## src/rtl/elink_tx_serializer.sv

```systemverilog
// ---------------------------------------------------------------------------
// elink_tx_serializer
//
// Pulls 10-bit words {delimiter[1:0], data[7:0]} from the TX e-link FIFO with
// a single-cycle read request, and shifts them MSB-first onto the e-link,
// ELINK_WIDTH bits per clock. When no word is ready at a symbol boundary the
// fixed comma/idle symbol is sent instead. The delimiter field of every data
// word drives a small frame tracker (IDLE/FRAME) that flags protocol errors
// and underruns.
//
// Ports
//   clk             serializer clock (FIFO read clock)
//   rst             asynchronous, active-low reset
//   dout_efifo      FIFO read data {delimiter, data}
//   dout_rdy_efifo  FIFO read data valid
//   empty_efifo     FIFO empty
//   rd_en           one-cycle read request to the FIFO
//   edata_out       serial e-link data, MSB first
//   sym_strobe      high on the cycle a new symbol starts shifting out
//   in_frame        high between SOP and EOP
//   underrun        one-cycle pulse when idle is inserted inside a frame
//   proto_err       sticky delimiter-protocol error, cleared only by reset
//
// Frame tracker states
//   state    | meaning
//   ---------+------------------------------------------------------------
//   ST_IDLE  | outside a frame; only SOP is a legal delimiter
//   ST_FRAME | between SOP and EOP; data or EOP expected, idle = underrun
// ---------------------------------------------------------------------------
module elink_tx_serializer #(
  parameter int                    ELINK_WIDTH = 2,
  parameter int                    WORD_WIDTH  = 10,
  parameter logic [WORD_WIDTH-1:0] IDLE_SYMBOL = 10'b0011111010
) (
  input  logic                   clk,
  input  logic                   rst,
  input  logic [WORD_WIDTH-1:0]  dout_efifo,
  input  logic                   dout_rdy_efifo,
  input  logic                   empty_efifo,
  output logic                   rd_en,
  output logic [ELINK_WIDTH-1:0] edata_out,
  output logic                   sym_strobe,
  output logic                   in_frame,
  output logic                   underrun,
  output logic                   proto_err
);

  localparam int N     = WORD_WIDTH / ELINK_WIDTH;
  localparam int CNT_W = $clog2(N);

  localparam logic [CNT_W-1:0] CNT_LAST = CNT_W'(N - 1);
  // rd_en is registered, so the decision is taken one count early; the
  // request is then visible to the FIFO during count N-3, data returns
  // during N-2 and is ready for the load at N-1.
  localparam logic [CNT_W-1:0] CNT_REQ  = CNT_W'(N - 4);

  localparam logic [1:0] DLM_DATA = 2'b00;
  localparam logic [1:0] DLM_EOP  = 2'b01;
  localparam logic [1:0] DLM_SOP  = 2'b10;

  typedef enum logic {
    ST_IDLE  = 1'b0,
    ST_FRAME = 1'b1
  } frame_state_e;

  logic [CNT_W-1:0]      bit_cnt_q, bit_cnt_d;
  logic [WORD_WIDTH-1:0] shift_q, shift_d;
  logic [WORD_WIDTH-1:0] nxt_word_q, nxt_word_d;
  logic                  nxt_valid_q, nxt_valid_d;
  logic                  req_pending_q, req_pending_d;
  logic                  rd_en_q, rd_en_d;
  logic                  sym_strobe_q, sym_strobe_d;
  logic                  underrun_q, underrun_d;
  logic                  proto_err_q, proto_err_d;
  frame_state_e          state_q, state_d;

  logic                  load;
  logic                  load_word;
  logic                  load_idle;
  logic                  capture;
  logic                  issue;
  logic [1:0]            dlm;

  assign load      = (bit_cnt_q == CNT_LAST);
  // The load looks at the registered nxt_valid only, so a word captured on
  // the load cycle itself waits for the next symbol instead of being lost.
  assign load_word = load & nxt_valid_q;
  assign load_idle = load & ~nxt_valid_q;
  assign capture   = dout_rdy_efifo;
  assign issue     = (bit_cnt_q == CNT_REQ) & ~empty_efifo & ~nxt_valid_q
                     & ~req_pending_q;
  assign dlm       = nxt_word_q[WORD_WIDTH-1 -: 2];

  // -------------------------------------------------------------------------
  // Datapath: symbol counter, shifter, one-word prefetch buffer, FIFO request
  // -------------------------------------------------------------------------
  always_comb begin
    bit_cnt_d     = load ? '0 : bit_cnt_q + CNT_W'(1);
    shift_d       = shift_q << ELINK_WIDTH;
    nxt_word_d    = nxt_word_q;
    nxt_valid_d   = nxt_valid_q;
    req_pending_d = req_pending_q;
    rd_en_d       = issue;
    sym_strobe_d  = load;

    if (load) begin
      shift_d = nxt_valid_q ? nxt_word_q : IDLE_SYMBOL;
      if (nxt_valid_q) begin
        nxt_valid_d = 1'b0;
      end
    end

    // Capture after the load so a same-cycle arrival survives the clear.
    if (capture) begin
      nxt_word_d    = dout_efifo;
      nxt_valid_d   = 1'b1;
      req_pending_d = 1'b0;
    end

    if (issue) begin
      req_pending_d = 1'b1;
    end
  end

  always_ff @(posedge clk or negedge rst) begin
    if (!rst) begin
      bit_cnt_q     <= '0;
      shift_q       <= IDLE_SYMBOL;
      nxt_word_q    <= '0;
      nxt_valid_q   <= 1'b0;
      req_pending_q <= 1'b0;
      rd_en_q       <= 1'b0;
      sym_strobe_q  <= 1'b0;
    end else begin
      bit_cnt_q     <= bit_cnt_d;
      shift_q       <= shift_d;
      nxt_word_q    <= nxt_word_d;
      nxt_valid_q   <= nxt_valid_d;
      req_pending_q <= req_pending_d;
      rd_en_q       <= rd_en_d;
      sym_strobe_q  <= sym_strobe_d;
    end
  end

  // -------------------------------------------------------------------------
  // Frame tracker
  // -------------------------------------------------------------------------
  always_comb begin
    state_d     = state_q;
    proto_err_d = proto_err_q;
    underrun_d  = 1'b0;

    if (load_word) begin
      case (dlm)
        DLM_SOP: begin
          if (state_q == ST_FRAME) begin
            proto_err_d = 1'b1;
          end else begin
            state_d = ST_FRAME;
          end
        end
        DLM_EOP: begin
          if (state_q == ST_FRAME) begin
            state_d = ST_IDLE;
          end else begin
            proto_err_d = 1'b1;
          end
        end
        DLM_DATA: begin
          if (state_q == ST_IDLE) begin
            proto_err_d = 1'b1;
          end
        end
        default: begin
          proto_err_d = 1'b1;
        end
      endcase
    end else if (load_idle && (state_q == ST_FRAME)) begin
      underrun_d = 1'b1;
    end
  end

  always_ff @(posedge clk or negedge rst) begin
    if (!rst) begin
      state_q     <= ST_IDLE;
      proto_err_q <= 1'b0;
      underrun_q  <= 1'b0;
    end else begin
      state_q     <= state_d;
      proto_err_q <= proto_err_d;
      underrun_q  <= underrun_d;
    end
  end

  assign rd_en      = rd_en_q;
  assign edata_out  = shift_q[WORD_WIDTH-1 -: ELINK_WIDTH];
  assign sym_strobe = sym_strobe_q;
  assign in_frame   = (state_q == ST_FRAME);
  assign underrun   = underrun_q;
  assign proto_err  = proto_err_q;

endmodule

```

## config.mk

```make
export PLATFORM = sky130hd
export DESIGN_NAME = elink_tx_serializer
export DESIGN_NICKNAME = d
export VERILOG_FILES = /design/src/rtl/elink_tx_serializer.sv
export SDC_FILE = /design/constraint.sdc
export NUM_CORES = 1
export LEC_CHECK = 0
export ABC_AREA = 1
export ABC_CLOCK_PERIOD_IN_PS = 1900
export CAP_MARGIN = 20
export CORE_MARGIN = 4
export CORE_UTILIZATION = 50
export CTS_CLUSTER_DIAMETER = 30
export CTS_CLUSTER_SIZE = 16
export DETAILED_ROUTE_END_ITERATION = 8
export PLACE_DENSITY = 0.81
export SYNTH_ARGS = -nofsm -noshare
export SYNTH_HDL_FRONTEND = slang
export SYNTH_SLANG_ARGS = --single-unit
export TNS_END_PERCENT = 5
```

## constraint.sdc

```tcl
create_clock -name clk -period 1.9 [get_ports clk]
set_input_delay 0.285 -clock clk [delete_from_list [all_inputs] [get_ports clk]]
set_output_delay 0.285 -clock clk [all_outputs]
set_load 0.03 [all_outputs]
```

==> metrics.txt <==
# TYPE chip_impl_metric gauge
chip_impl_metric{name="wl_per_cell",unit="um"} 11.3
chip_impl_metric{name="worst-path-max-fanout",unit=""} 5
chip_impl_info{name="cp-end-kind",value="output pin"} 1
chip_impl_metric{name="die_area",unit="sq um"} 3310
chip_impl_metric{name="first_pass_grt_wire_length",unit="um"} 3370
chip_impl_metric{name="maxSlewViolCount",unit=""} 0
chip_impl_metric{name="synth-simple-area-share",unit=""} 0.200
chip_impl_metric{name="cts.sinks",unit=""} 30
chip_impl_info{name="tritoncts",value="yes"} 1
chip_impl_metric{name="post_synth_num_cell_types",unit=""} 19
chip_impl_metric{name="detail_route.iter0.violations",unit=""} 17
chip_impl_metric{name="worst-slew-pin-transition",unit="ns"} 0.366
chip_impl_metric{name="detail-route-antenna-nets",unit=""} 0
chip_impl_metric{name="postSynthRegisterBits",unit=""} 30
chip_impl_metric{name="cts_hold_buffers_added",unit=""} 0
chip_impl_metric{name="finalSetupViolations",unit=""} 0
chip_impl_metric{name="tritoncts.num_buffers",unit=""} 5
chip_impl_metric{name="n_fill_cell",unit=""} 183
chip_impl_metric{name="final.setup.worst_slack",unit="ns"} 0.201
chip_impl_metric{name="initial_utilization",unit=""} 0.539
chip_impl_metric{name="n_antenna_cell",unit=""} 0
chip_impl_metric{name="remaining_drc_errors",unit=""} 0
chip_impl_metric{name="max-cap-violations",unit=""} 0
chip_impl_info{name="rsz_0062_raised_after_global_routing",value="false"} 1
chip_impl_info{name="critical-path-top-delay-family",value="buffers and inverters"} 1
chip_impl_metric{name="finalWeightedCongestion",unit=""} 0.694
chip_impl_metric{name="dieHeight",unit="um"} 57.5
chip_impl_metric{name="nNetsFinal",unit=""} 171
chip_impl_metric{name="htreeDepth",unit=""} 2
chip_impl_metric{name="synthAdderAreaFrac",unit=""} 0.0612
chip_impl_metric{name="instances_no_fill",unit=""} 180
chip_impl_metric{name="dp_worst_setup_slack",unit="ns"} 0.545
chip_impl_metric{name="synth_compound_gate_area_share",unit=""} 0.0449
chip_impl_metric{name="detail_route.wirelength",unit="um"} 2030
chip_impl_metric{name="leakage",unit="nW"} 0.745
chip_impl_info{name="most-common-layout-cells",value="32 x nand2_1, 24 x nor2_1, 24 x dfrtp_1, 20 x clkdlybuf4s50_1, 12 x inv_1"} 1
chip_impl_metric{name="hold_ws",unit="ns"} 0.337
chip_impl_info{name="timing.critical_path.cells",value="clkdlybuf4s50_1"} 1
chip_impl_metric{name="syn_nets",unit=""} 147
chip_impl_info{name="synth_top_cells_by_area",value="dfrtp_1 49%, dfstp_2 13%, nand2_1 9.8%"} 1
chip_impl_metric{name="cpPeakStageDelay",unit="ns"} 0.69
chip_impl_metric{name="max-clock-path-buffers",unit=""} 2
chip_impl_metric{name="drive_above_1_share",unit=""} 0.112
chip_impl_metric{name="critical_path_required",unit="ns"} 1.62
chip_impl_info{name="hold_path.class",value="in2async"} 1
chip_impl_metric{name="port_buffers",unit=""} 20
chip_impl_metric{name="synthesis.area_per_instance",unit="sq um"} 9.66
chip_impl_metric{name="grt_pass1_vias",unit=""} 781
chip_impl_metric{name="finalCritPeriodShare",unit=""} 0.894
chip_impl_metric{name="row_count",unit=""} 17
chip_impl_metric{name="worstPathBufferInverterCount",unit=""} 1
chip_impl_info{name="cpMaxStageDelayCell",value="clkdlybuf4s50_1"} 1
chip_impl_info{name="layout_commonest_cell",value="nand2_1"} 1
chip_impl_metric{name="hold_viol",unit=""} 0
chip_impl_metric{name="detail_route.first_pass.iterations",unit=""} 4
chip_impl_metric{name="vdd.ir_drop.worst",unit="mV"} 0.628
chip_impl_metric{name="mappedNetlistArea",unit="sq um"} 1230
chip_impl_metric{name="synth.top_cell.area_share",unit=""} 0.489
chip_impl_metric{name="grt_start_max_net_pins",unit=""} 31
chip_impl_metric{name="post_synthesis_sequential_area_ratio",unit=""} 0.618
chip_impl_metric{name="ys.warnings.count",unit=""} 0
chip_impl_metric{name="clkSlewWorstSetupHoldPaths",unit="ns"} 0.09
chip_impl_metric{name="number_of_antenna_violations_at_the_first_check_in_global_routing",unit=""} 0
chip_impl_info{name="area_leader_netlist",value="dfrtp_1"} 1
chip_impl_metric{name="clock-skew-final",unit="ns"} 0.00637
chip_impl_info{name="ctsRootBufferMaster",value="clkbuf_4"} 1
chip_impl_metric{name="power_per_cell_area",unit="nW/um^2"} 806
chip_impl_metric{name="detailroute.via_count",unit=""} 859
chip_impl_metric{name="post-dp-hpwl",unit="um"} 1400
chip_impl_metric{name="fin_tns_setup",unit="ns"} 0
chip_impl_metric{name="detail_route.vias_per_cell",unit=""} 4.77
chip_impl_metric{name="finish.instance_area",unit="sq um"} 1490
chip_impl_metric{name="design.core.area",unit="sq um"} 2280
chip_impl_metric{name="dieWidth",unit="um"} 57.5
chip_impl_metric{name="xor_and_xnor_area_share_after_synthesis",unit=""} 0.00714
chip_impl_metric{name="netlist_instances",unit=""} 127
chip_impl_metric{name="cts_setup_buffers",unit=""} 0
chip_impl_metric{name="max_freq",unit="GHz"} 0.588
chip_impl_info{name="outcome",value="complete, no violations"} 1
chip_impl_info{name="timing.critical_path.from_type",value="register"} 1
chip_impl_info{name="main_combinational_cell_family_by_area_after_synthesis",value="simple AND/OR/NAND/NOR gates"} 1
chip_impl_metric{name="clk-insertion-delay-late",unit="ns"} 0.33
chip_impl_metric{name="layout-area-overhead-vs-synth",unit="%"} 21.4
chip_impl_metric{name="cts-resized-gates",unit=""} 0
chip_impl_info{name="timing.setup.critical_path_class",value="reg2out"} 1
chip_impl_metric{name="ioPinCount",unit=""} 21
chip_impl_metric{name="global_route.usage.total",unit=""} 0.140
chip_impl_metric{name="total_congestion_overflow_after_global_routing",unit=""} 0
chip_impl_metric{name="worst_ep_arrival_time",unit="ns"} 1.41
chip_impl_metric{name="muxShareOfSynthArea",unit=""} 0
chip_impl_metric{name="post_route_minimum_period",unit="ns"} 1.70
chip_impl_metric{name="max-slew-margin-rel",unit=""} 0.756
chip_impl_metric{name="dpl.cell_count",unit=""} 172
chip_impl_metric{name="dpl-instance-area",unit="sq um"} 1440
==> cell usage after synthesis <==
master,n
dfstp_2,6
xnor2_1,1
nand2_2,1
clkbuf_2,1
ha_1,6
nand4_1,2
nand3_2,1
a21oi_1,1
inv_2,1
buf_6,1
o21ai_1,1
buf_4,2
nand2_1,32
nor2_1,24
or2_2,1
buf_2,1
o21ai_0,9
dfrtp_1,24
inv_1,12
==> layer usage <==
| metal | track usage | wire (um) | vias to the layer above |
|---|---|---|---|
| met3 | 0.0679 | 158 | 7 |
| met4 | 0.0596 | 48 | 0 |
| met5 | 0 | 0 | - |
| li1 | - | - | 433 |
| met2 | 0.245 | 1030 | 23 |
| met1 | 0.141 | 798 | 396 |
==> registers in the layout, summed over array words and instances (netlist names) <==
name and count:
underrun 1, sym_strobe 1, rd_en 1, in_frame 1, bit_cnt_q 3, nxt_valid_q 1
proto_err 1, shift_q 10, req_pending_q 1, nxt_word_q 10
==> stage by stage <==
| step | utilization | total power, W |
|---|---|---|
| global route | 0.655 | 0.00127 |
| CTS | 0.655 | 0.00122 |
| floorplan | - | 0.000787 |
| detailed placement | 0.633 | 0.000861 |
| finish | 0.655 | 0.00120 |
| global placement | 0.633 | 0.000854 |
==> power breakdown <==
part	leakage [nW]	total, W	internal [W]	switching (W)
logic	0.357	0.000158	0.0000731	0.0000851
registers	0.361	0.000689	0.000671	0.0000181
clock network	0.0265	0.000354	0.000147	0.000206
==> logic make-up (layout without fill, tap and decap cells) <==
family / after synthesis / in the layout
flip-flops: 30 / 30
adder cells (fa/ha/maj): 6 / 6
XOR/XNOR: 1 / 1
AND/OR/NAND/NOR: 61 / 61
buffers and inverters: 18 / 43
AO/OA/AOI/OAI: 11 / 11
==> cell type report <==
| cell class | instances | area [sq um] | share of cell area |
|---|---|---|---|
| clock buffers | 8 | 48.8 | 0.0327 |
| inverters | 13 | 48.8 | 0.0327 |
| multi-input cells | 79 | 384 | 0.258 |
| flip-flops and latches | 30 | 758 | 0.509 |
| well taps | 28 | 35.0 | 0.0235 |
| repair buffers | 22 | 215 | 0.144 |
==> worst paths after layout <==
path	from	endpoint	slack, ns	cells after the start
setup / recovery	in_frame	in_frame	0.20	1
hold / removal	rst	sym_strobe	0.34	2
setup reg to reg	bit_cnt_q[0]	underrun	0.65	6
hold reg to reg	shift_q[0]	shift_q[2]	0.46	2
max in group asynchronous	rst	shift_q[5]	1.25	2
min in group clk	shift_q[0]	shift_q[2]	0.46	2
No activity file was read; power rests on OpenSTA's default activity.
